[src/rtl/motoro3_hall_decoder.sv]
`timescale 1ns/1ps
// ---------------------------------------------------------------------------
// motoro3_hall_decoder
//
// Receive side of the three-phase commutation path. The three Hall sensor
// levels are synchronised, debounced and decoded into the commutation step
// number 1..6. Rotation direction, the step period, a signed revolution count
// and error/stall status are derived from accepted step changes. All state
// updates happen on the falling edge of clk.
//
// Parameters
//   FILT_LEN     identical synchronised samples needed to accept a code
//   STALL_LIMIT  step-period count at which the rotor is declared stalled
//
// Ports
//   clk          10 MHz system clock (falling-edge active)
//   nRst         asynchronous active-low reset
//   hallA/B/C    asynchronous Hall sensor levels
//   cntClr       synchronous clear of roundCNT
//   step         decoded step, 0 = invalid/unknown, 1..6 = rotor sector
//   dir          1 = forward (ascending steps), 0 = reverse
//   edgePulse    one-cycle strobe on each accepted valid step change
//   stepPeriod   clk cycles between the last two edgePulses
//   periodValid  stepPeriod comes from two adjacent-step edges
//   roundCNT     signed revolution count, two's-complement wrap
//   hallErr      one-cycle pulse when an illegal code is accepted
//   skipErr      one-cycle pulse when a non-adjacent step change is accepted
//   stall        no accepted edge within STALL_LIMIT cycles
// ---------------------------------------------------------------------------
module motoro3_hall_decoder #(
  parameter int unsigned FILT_LEN    = 8,
  parameter logic [24:0] STALL_LIMIT = 25'd1_666_667
) (
  input  logic        clk,
  input  logic        nRst,
  input  logic        hallA,
  input  logic        hallB,
  input  logic        hallC,
  input  logic        cntClr,
  output logic [3:0]  step,
  output logic        dir,
  output logic        edgePulse,
  output logic [24:0] stepPeriod,
  output logic        periodValid,
  output logic [31:0] roundCNT,
  output logic        hallErr,
  output logic        skipErr,
  output logic        stall
);

  localparam logic [7:0] FILT_MAX = 8'(FILT_LEN - 1);

  logic [2:0]  sync1_q, sync2_q, cand_q, acc_q;
  logic [7:0]  filtCnt_q, filtCnt_d;
  logic        accept;
  logic [3:0]  newStep, stepNext, stepPrev;

  logic [3:0]  step_q, step_d;
  logic        dir_q, dir_d;
  logic        edgePulse_q, edgePulse_d;
  logic [24:0] stepPeriod_q, stepPeriod_d;
  logic        periodValid_q, periodValid_d;
  logic [31:0] roundCNT_q, roundCNT_d;
  logic        hallErr_q, hallErr_d;
  logic        skipErr_q, skipErr_d;
  logic        stall_q, stall_d;
  logic [24:0] periodCnt_q, periodCnt_d;
  logic        roundInc, roundDec;

  function automatic logic [3:0] decode(input logic [2:0] code);
    case (code)
      3'b100:  decode = 4'd1;
      3'b110:  decode = 4'd2;
      3'b010:  decode = 4'd3;
      3'b011:  decode = 4'd4;
      3'b001:  decode = 4'd5;
      3'b101:  decode = 4'd6;
      default: decode = 4'd0;
    endcase
  endfunction

  // Two-flop synchroniser, candidate register and debounce counter. The
  // accepted code only moves once the candidate has been stable long enough.
  always_ff @(negedge clk or negedge nRst) begin
    if (!nRst) begin
      sync1_q   <= 3'b000;
      sync2_q   <= 3'b000;
      cand_q    <= 3'b000;
      acc_q     <= 3'b000;
      filtCnt_q <= 8'd0;
    end else begin
      sync1_q   <= {hallA, hallB, hallC};
      sync2_q   <= sync1_q;
      cand_q    <= sync2_q;
      filtCnt_q <= filtCnt_d;
      if (accept) acc_q <= cand_q;
    end
  end

  // Debounce counter restarts whenever the synchronised code disagrees with
  // the candidate and saturates once the candidate is considered stable.
  always_comb begin
    filtCnt_d = filtCnt_q;
    if (sync2_q != cand_q)
      filtCnt_d = 8'd0;
    else if (filtCnt_q != FILT_MAX)
      filtCnt_d = filtCnt_q + 8'd1;
  end

  // The step outputs update in the same cycle the accepted code loads, so
  // the decision is taken from the candidate rather than the accepted copy.
  assign accept   = (filtCnt_q == FILT_MAX) && (cand_q != acc_q);
  assign newStep  = decode(cand_q);
  assign stepNext = (step_q == 4'd6) ? 4'd1 : step_q + 4'd1;
  assign stepPrev = (step_q == 4'd1) ? 4'd6 : step_q - 4'd1;

  // Step tracking, period measurement, stall detection and revolution count.
  // An accepted change takes priority over the stall detect in the same cycle.
  // A skipped step still strobes edgePulse because it restarts the period
  // measurement; it just cannot produce a valid period.
  always_comb begin
    step_d        = step_q;
    dir_d         = dir_q;
    edgePulse_d   = 1'b0;
    hallErr_d     = 1'b0;
    skipErr_d     = 1'b0;
    stepPeriod_d  = stepPeriod_q;
    periodValid_d = periodValid_q;
    stall_d       = stall_q;
    roundInc      = 1'b0;
    roundDec      = 1'b0;
    periodCnt_d   = periodCnt_q;
    if (step_q != 4'd0 && periodCnt_q != STALL_LIMIT)
      periodCnt_d = periodCnt_q + 25'd1;

    if (accept) begin
      if (newStep == 4'd0) begin
        hallErr_d     = 1'b1;
        step_d        = 4'd0;
        periodValid_d = 1'b0;
      end else if (step_q == 4'd0) begin
        step_d      = newStep;
        edgePulse_d = 1'b1;
        periodCnt_d = 25'd1;
        stall_d     = 1'b0;
      end else if (newStep == stepNext || newStep == stepPrev) begin
        dir_d         = (newStep == stepNext);
        step_d        = newStep;
        edgePulse_d   = 1'b1;
        stepPeriod_d  = periodCnt_q;
        periodValid_d = 1'b1;
        periodCnt_d   = 25'd1;
        roundInc      = (newStep == stepNext) && (step_q == 4'd6);
        roundDec      = (newStep == stepPrev) && (step_q == 4'd1);
      end else begin
        skipErr_d     = 1'b1;
        step_d        = newStep;
        edgePulse_d   = 1'b1;
        periodValid_d = 1'b0;
        periodCnt_d   = 25'd1;
      end
    end else if (step_q != 4'd0 && periodCnt_q == STALL_LIMIT) begin
      stall_d       = 1'b1;
      step_d        = 4'd0;
      periodValid_d = 1'b0;
    end

    roundCNT_d = roundCNT_q;
    if (cntClr)
      roundCNT_d = 32'd0;
    else if (roundInc)
      roundCNT_d = roundCNT_q + 32'd1;
    else if (roundDec)
      roundCNT_d = roundCNT_q - 32'd1;
  end

  // Output and measurement registers.
  always_ff @(negedge clk or negedge nRst) begin
    if (!nRst) begin
      step_q        <= 4'd0;
      dir_q         <= 1'b1;
      edgePulse_q   <= 1'b0;
      stepPeriod_q  <= 25'd0;
      periodValid_q <= 1'b0;
      roundCNT_q    <= 32'd0;
      hallErr_q     <= 1'b0;
      skipErr_q     <= 1'b0;
      stall_q       <= 1'b0;
      periodCnt_q   <= 25'd0;
    end else begin
      step_q        <= step_d;
      dir_q         <= dir_d;
      edgePulse_q   <= edgePulse_d;
      stepPeriod_q  <= stepPeriod_d;
      periodValid_q <= periodValid_d;
      roundCNT_q    <= roundCNT_d;
      hallErr_q     <= hallErr_d;
      skipErr_q     <= skipErr_d;
      stall_q       <= stall_d;
      periodCnt_q   <= periodCnt_d;
    end
  end

  assign step        = step_q;
  assign dir         = dir_q;
  assign edgePulse   = edgePulse_q;
  assign stepPeriod  = stepPeriod_q;
  assign periodValid = periodValid_q;
  assign roundCNT    = roundCNT_q;
  assign hallErr     = hallErr_q;
  assign skipErr     = skipErr_q;
  assign stall       = stall_q;

endmodule

[config.mk]
export PLATFORM = sky130hd
export DESIGN_NAME = motoro3_hall_decoder
export DESIGN_NICKNAME = d
export VERILOG_FILES = /design/src/rtl/motoro3_hall_decoder.sv
export SDC_FILE = /design/constraint.sdc
export NUM_CORES = 1
export LEC_CHECK = 0
export BUFFER_PORTS_ARGS = -buffer_cell sky130_fd_sc_hd__buf_4
export CORE_MARGIN = 5
export CORE_UTILIZATION = 45
export CTS_BUF_LIST = sky130_fd_sc_hd__clkbuf_4
export CTS_CLUSTER_SIZE = 16
export DETAILED_ROUTE_END_ITERATION = 16
export PLACE_DENSITY = 0.72
export SETUP_SLACK_MARGIN = 0.05
export SLEW_MARGIN = 20
export SYNTH_ARGS = -nofsm -noshare
export SYNTH_HDL_FRONTEND = slang
export SYNTH_SLANG_ARGS = --single-unit
[constraint.sdc]
create_clock -name clk -period 5.12 [get_ports clk]
set_input_delay 0.512 -clock clk [delete_from_list [all_inputs] [get_ports clk]]
set_output_delay 0.512 -clock clk [all_outputs]
set_load 0.1 [all_outputs]
==> summary.md, run 1 <==
| Metric | Value |
|---|---|
| Clock skew | 0.0864 ns |
| All-Layer GR Usage | 0.184 |
| Post-Route M1 WL | 6640 um |
| Critical path cell sequence | or4_1, or3_1, nor2_8, nand3_4, nor3_2, clkinvlp_4, buf_12, ha_1, nand2_1, nor2_1, o21a_1, o21ai_1, o31a_1, o21ai_1, a41oi_1, o21ai_0, or3b_1 |
| Vias in the first global route | about 5200 |
| Post-synth top area share | 0.422 |
| Row count | between 40 and 50 |
| Max-slew violation count | 0 |
| HP Start | sync1_q[1]$_DFF_NN0_ |
| DR top layer | met4 |
| CTS tree | yes |
| GRT overflow | 0 |
| Slew HR | 0.491 |
| Total of max-cap violations | 0 |
| Met2 wire length | 7130 um |
| Compound-Gate Fraction of Synth Area | 0.151 |
| Inserted Clock Buffers | 9 |
| DRT iter0 DRCs | 421 |
| CP endpoint kind | register |
| Crit path max fanout | 39 |
| Met3 WL | 924 um |
| Vias per cell | about 5.7 |
| CP required | between 7 and 8 ns |
| Post-synthesis simple-gate area fraction | 0.170 |
| CTS root buf | clkbuf_4 |
| LEAKAGE | ~3.6 nW |
| Worst r2r path cells | 17 |
| Initial antenna violation count | 0 |
| Mux contribution to synthesized area | 0.0524 |
| Layout Area Growth over Synthesis | 16.3% |
| Critical path startpoint category | register |
| Insertion delay to the later sink of the worst-skew pair | 0.52 ns |
| Post-synth top area cell | dfrtn_1 |
| # resized after CTS | 0 |
| Fmax | approximately 210 MHz |
| Worst reg2reg path startpoint | filtCnt_q[3]$_DFFE_NN0P_ |
| Finished Cell Area | ~7600 um2 |
| H-tree level count | 3 |
| Max Root-Sink Buffers | 2 |
| Largest net degree at the start of global routing | 51 |
| Yosys cell types | 63 |
| PD cells | 458 nW/um2 |
| Clock Sinks | 111 |
| Critical Path Max Stage Delay | 0.55 ns |
| R2R Path End | roundCNT[24]$_DFFE_NN0P_ |
| Total routed wirelength | 15000 um |
| CP arrival | 7.57 ns |
| Ratio of cells with drive above 1 in the final layout | 0.169 |
| First-pass GRT wire length | 25200 um |
| Max rail drop VDD | 0.438 mV |
| Cell mode on critical path | o21ai_1 |
| Fin cells | 918 |
| GP Congestion | 0.932 |
| Routed vias | ~5200 |
| Placed cells | 902 |
| Final Setup Violations | 0 |
| Reg-to-reg slack, setup | just over 0.4 ns |
| Die width | 130 um |
| Adder-Cell Fraction of Synth Area | 0.0875 |
| Mapped cell area | 6520 um2 |
| XOR/XNOR Fraction of Synth Area | 0.0887 |
| Dominant synthesized flop cell | dfrtn_1 |
| Die height | 130 um |
| Die area | 17000 um2 |
| Post-CTS Setup Inserts | 0 |
| Outcome | complete, no violations |
| Final hold vios | 0 |
| Slew at the pin closest to its max-slew limit | 0.756 ns |
| DRC errors left | 0 |
| Worst-path clk slew | 0.11 ns |
| Crit Path Class | register to register |
| Setup slack after layout | 0.414 ns |
| Post-synth EDFFs | 0 |
| Min Tclk post-route | 4.71 ns |
| Worst min-delay path category | register to register |
| Largest family of logic cells by synthesized area | simple AND/OR/NAND/NOR gates |
| Hold EP | sync2_q[1]$_DFF_NN0_ |
| Final #Nets | 780 |
| Port-buffer cells | 71 |
| Io pins | 73 |
| Cells after Synth | approximately 660 |
| Top cells by area, synth | dfrtn_1 (42%), ha_1 (8.4%), xor2_1 (4.6%), mux2_1 (4.3%), nand2_1 (4.3%) |
| Placed Area | 7410 um2 |
| Sequential element share of the synthesized area | 0.426 |
| RSZ-0062 raised after global routing | no |
| Yosys reg bits | between 100 and 150 |
| Syn Nets | 712 |
| Hold buffers post-CTS | 0 |
| Hold Path Stages | 0 |
| Antenna Diode Count | 0 |
| Async SR Flop Fraction | 1.00 |
| Hold_ws | around 0.30 ns |
| Initial Util | 0.454 |
| Final ANT Viol Nets | 0 |
| DP HPWL | 11000 um |
| Period utilization | 0.919 |
| Mapped Avg Cell Area | 9.86 um2 |
| Pre-CTS setup slack | 0.410 ns |
| Core ar. | 14400 um2 |
| Critical path's slowest cell | or4_1 |
| Yosys Warn Count | 0 |
| DRT Pass-1 Iters | 4 |
| Routed length per instance | between 15 and 20 um |
-- cell usage after synthesis (6+ instances only) --
library cell / n
xor2_1: 34
o21ai_1: 10
xnor2_1: 32
a22o_1: 6
nand2b_1: 9
o21ai_0: 25
o21a_1: 7
a21oi_1: 37
nor2_1: 47
and3_1: 9
clkbuf_1: 15
mux2_1: 25
ha_1: 44
buf_2: 7
nor4_1: 7
inv_1: 9
dfrtn_1: 110
nand2_1: 75
nand3_1: 23
a21o_1: 9
nand4_1: 10
nor3_1: 13
o31ai_1: 20
mux2i_1: 6
-- power by group --
part | switching (mW) | internal (mW)
Sequential | 0.0852 | 0.965
Clock | 0.333 | 0.167
Combinational | 1.27 | 0.650
-- metal layers --
layer | vias up | global-route usage
li1 | 2518 | -
met4 | 0 | 0.0605
met2 | 161 | 0.300
met5 | - | 0
met1 | 2542 | 0.241
met3 | 25 | 0.0454
-- layout by cell type (no fill, tap or decap), types with 4 or more instances in the layout --
master    count
o21a_1        7
a22o_1        6
a21oi_1      37
nor2_1       47
nand3_1      23
nand2b_1      9
ha_4          8
and3_1        9
o21ai_1      14
buf_4        80
o21ai_0      21
and4_1        4
nor2b_1       5
inv_1         7
mux2_1       25
nand2_1      75
o31ai_1      19
ha_1         36
dfrtn_1     110
xnor2_1      32
and2_1        4
nor3_1       12
a21o_1        9
o22ai_1       4
nand4_1      10
mux2i_1       6
clkbuf_4      9
xor2_1       34
nor4_1        7
-- metrics by stage --
stage	utilization	TNS (ns)	power (mW)
floorplan	-	-1.02	2.55
global placement	0.516	0	2.92
detailed placement	0.516	0	2.96
CTS	0.527	0	3.48
global route	0.528	0	3.69
finish	0.528	0	3.47
-- flip-flops by register name, summed over array words and instances (netlist names) --
signal,count
hallErr,1
edgePulse,1
cand_q,3
acc_q,3
sync1_q,3
periodValid,1
skipErr,1
filtCnt_q,8
stepPeriod,25
dir,1
sync2_q,3
step,3
roundCNT,32
periodCnt_q,25
stall,1
-- cell type report --
| cell class | instances | area [um2] |
|---|---|---|
| clock inverters | 8 | 103 |
| inverters | 9 | 43.8 |
| repair buffers | 82 | 641 |
| fillers | 1250 | 6790 |
| multi-input cells | 515 | 3720 |
| well taps | 184 | 230 |
| flip-flops and latches | 111 | 2780 |
| clock buffers | 9 | 67.6 |
-- how the worst max path moves through the flow --
stage / from / slack [ns] / cells past startpoint / end
5_1_grt: filtCnt_q[3]$_DFFE_NN0P_ / 0.06 / 17 / roundCNT[24]$_DFFE_NN0P_
3_5_place_dp: filtCnt_q[3]$_DFFE_NN0P_ / 0.41 / 17 / roundCNT[30]$_DFFE_NN0P_
3_3_place_gp: filtCnt_q[3]$_DFFE_NN0P_ / 0.51 / 17 / roundCNT[30]$_DFFE_NN0P_
6_report: filtCnt_q[3]$_DFFE_NN0P_ / 0.41 / 17 / roundCNT[24]$_DFFE_NN0P_
4_1_cts: filtCnt_q[3]$_DFFE_NN0P_ / 0.39 / 17 / roundCNT[30]$_DFFE_NN0P_
2_1_floorplan: step[0]$_DFFE_NN0P_ / -0.23 / 19 / roundCNT[31]$_DFFE_NN0P_
-- logic make-up (layout without fill, tap and decap cells) --
logic type      after synthesis  in the layout
fa+ha+maj                    45             45
compound gates              149            149
flops                       111            111
other cells                   1              1
simple gates                223            223
mux                          31             31
xor+xnor                     66             66
buf+inv                      35            108
-- critical path: cells and delay by family, from the launching register on --
family                     cells  cell delay [ns]
DFF                            1             0.41
and+or+nand+nor                8             2.21
adders and majority gates      1             0.39
AOI/OAI and AO/OA              6             1.15
buffers and inverters          2             0.38
(Power assumes the default switching activity.)
==> inputs of run 2 (changes only) <==
- CELL_PAD_IN_SITES_DETAIL_PLACEMENT: not set -> 0
- CELL_PAD_IN_SITES_GLOBAL_PLACEMENT: not set -> 1
- CORE_UTILIZATION: 45 -> 43
- PLACE_DENSITY: 0.72 -> 0.85
- clock period: 5.12 -> 4 ns (I/O delays scaled with it)
==> summary.md, run 2 (synthesis gave the netlist of run 1 again) <==
| Metric | Value |
|---|---|
| Outcome | complete, but fails checks |
| Failing checks | negative setup slack |
| Post-Route Setup TNS | -1.15 ns |
| Critical path buffers and inverters | 4 |
| DRT iter0 DRCs | between 300 and 400 |
| Placed cells | a little under 1000 |
| Delay-heaviest family, CP | simple AND/OR/NAND/NOR gates |
| Total routed wirelength | roughly 16000 um |
| Vias in the first global route | 5701 |
| Fin cells | 1019 |
| Crit path max fanout | 22 |
| Period utilization | 1.07 |
| Total power draw | just under 5 mW |
| Port-buffer cells | 71 |
| CP arrival | 6.59 ns |
| P_sw | 2.31 mW |
| LEAKAGE | 4.11 nW |
| Final core utilization | 0.560 |
| Slew at the pin closest to its max-slew limit | 0.756 ns |
| Initial Util | 0.434 |
| Vias per cell | 5.40 |
| Die width | 133 um |
| Worst min-delay path category | register to register |
| Routed length per instance | 15.7 um |
| Max Root-Sink Buffers | 2 |
| Setup slack after layout | -0.282 ns |
| Worst reg2reg path startpoint | filtCnt_q[3]$_DFFE_NN0P_ |
| Power share of the clock group | 0.118 |
| PD cells | 579 nW/um2 |
| Die area | about 18000 um2 |
| Inserted Clock Buffers | 9 |
| Ratio of cells with drive above 1 in the final layout | 0.292 |
| Max-slew violation count | 0 |
| Crit Path Class | register to register |
| Critical path startpoint category | register |
| Critical path's slowest cell | or4_1 |
| CTS root buf | clkbuf_4 |
| HP Start | sync1_q[2]$_DFF_NN0_ |
| Largest net degree at the start of global routing | 112 |
| Clock Sinks | approximately 110 |
| DRT Pass-1 Iters | 5 |
| Crit path from | filtCnt_q[3]$_DFFE_NN0P_ |
| Fmax | 234 MHz |
| Switching share of total power | 0.473 |
| Final #Nets | about 900 |
| GRT overflow | 0 |
| Final Setup Violations | 9 |
| Total of max-cap violations | 0 |
| Pint | between 2 and 3 mW |
| Critical Path Max Stage Delay | 0.55 ns |
| Commonest non-fill, non-tap cell in the layout | buf_4 |
| Max rail drop VDD | 0.642 mV |
| Final ANT Viol Nets | 0 |
| Initial antenna violation count | 0 |
| Row count | 45 |
| All-Layer GR Usage | 0.186 |
| Die height | 133 um |
| Insertion delay to the later sink of the worst-skew pair | 0.52 ns |
| Hold_ws | 0.301 ns |
| Critical path cell sequence | or4_1, or3_4, nor2_8, nand3_4, nor3_4, clkinvlp_4, buf_12, buf_4, ha_1, buf_4, a21oi_2, o21ai_0, a21oi_2, o31ai_4, a311oi_2, mux2i_1, o21ai_1, nor3b_2 |
| DRC errors left | 0 |
| Io pins | 73 |
| Most frequent cells in the layout | buf_4 (176), dfrtn_1 (110), nand2_1 (75), nor2_1 (47), ha_1 (36) |
| Core ar. | ~15000 um2 |
| Power share of the sequential group | 0.275 |
| Final hold vios | 0 |
| Hold buffers post-CTS | 0 |
| Layout Area Growth over Synthesis | 29.1% |
| GP Congestion | 0.950 |
| H-tree level count | 3 |
| Largest register FFs | 32 |
| CP required | ~6.3 ns |
| Min Tclk post-route | 4.28 ns |
| CTS tree | yes |
| Clock skew | 0.0911 ns |
| Slew HR | 0.492 |
| CP endpoint kind | register |
| First-pass GRT wire length | 27300 um |
| Worst-path clk slew | 0.12 ns |
| Antenna Diode Count | 0 |
| Combinational fraction of design power | 0.606 |
| DP HPWL | 11900 um |
| Routed vias | 5503 |
| RSZ-0062 raised after global routing | yes |
[run 2: cell types whose count changed in the layout (fill, tap and decap cells not counted), moves of 4 or more]
cell / change
o21ai_1: +4
a21oi_1: -8
buf_4: +96
o21ai_0: -8
o21ai_2: +4
a21oi_2: +8
[run 2: final timing paths]
kind | cells past startpoint | slack, ns | endpoint
worst max-delay path | 18 | -0.28 | roundCNT[31]$_DFFE_NN0P_
worst min-delay path | 0 | 0.30 | sync2_q[2]$_DFF_NN0_
worst max register to register | 18 | -0.28 | roundCNT[31]$_DFFE_NN0P_
worst min register to register | 0 | 0.30 | sync2_q[2]$_DFF_NN0_
max in group asynchronous | 2 | 1.59 | dir$_DFFE_NN1P_
min in group asynchronous | 2 | 1.85 | acc_q[0]$_DFFE_NN0P_
[run 2: stage by stage]
step / area [um2] / setup WS (ns)
2_1_floorplan: 6670 / -1.35
3_3_place_gp: 8090 / -0.227
3_5_place_dp: 8090 / -0.322
4_1_cts: 8310 / -0.212
5_1_grt: 8410 / -0.463
6_report: 8410 / -0.282
[run 2: repair_timing]
action | CTS | global route
endpoints found under the setup margin | 14 | 19
setup buffers | 3 | 6
pin swaps | 4 | 3
gates resized for setup | 15 | 14
endpoints found under the hold margin | 0 | 0
[run 2: per-layer routing]
layer | share of wire | wire length (um) | GRT usage
met1 | 0.44 | 7020 | 0.246
met2 | 0.49 | 7850 | 0.308
met3 | 0.050 | 804 | 0.0351
met4 | 0.018 | 291 | 0.0623
met5 | 0 | 0 | 0
[run 2: final cells by class]
cell class | count | area, um2
Clock inverter | 8 | 81.3
Sequential cell | 111 | 2780
Inverter | 9 | 43.8
Fill cell | 1306 | 6620
Tap cell | 188 | 235
Multi-Input combinational cell | 515 | 3830
Timing Repair Buffer | 179 | 1370
Clock buffer | 9 | 67.6
[run 2: power groups by stage]
stage | logic (mW) | clock network, mW | registers, mW
after floorplan | 1.27 | 0.00313 | 2.00
after detailed placement | 2.74 | 0.00313 | 1.36
after global routing | 3.18 | 0.647 | 1.36
after CTS | 2.83 | 0.605 | 1.34
after global placement | 2.73 | 0.00313 | 1.36
final | 2.95 | 0.577 | 1.34
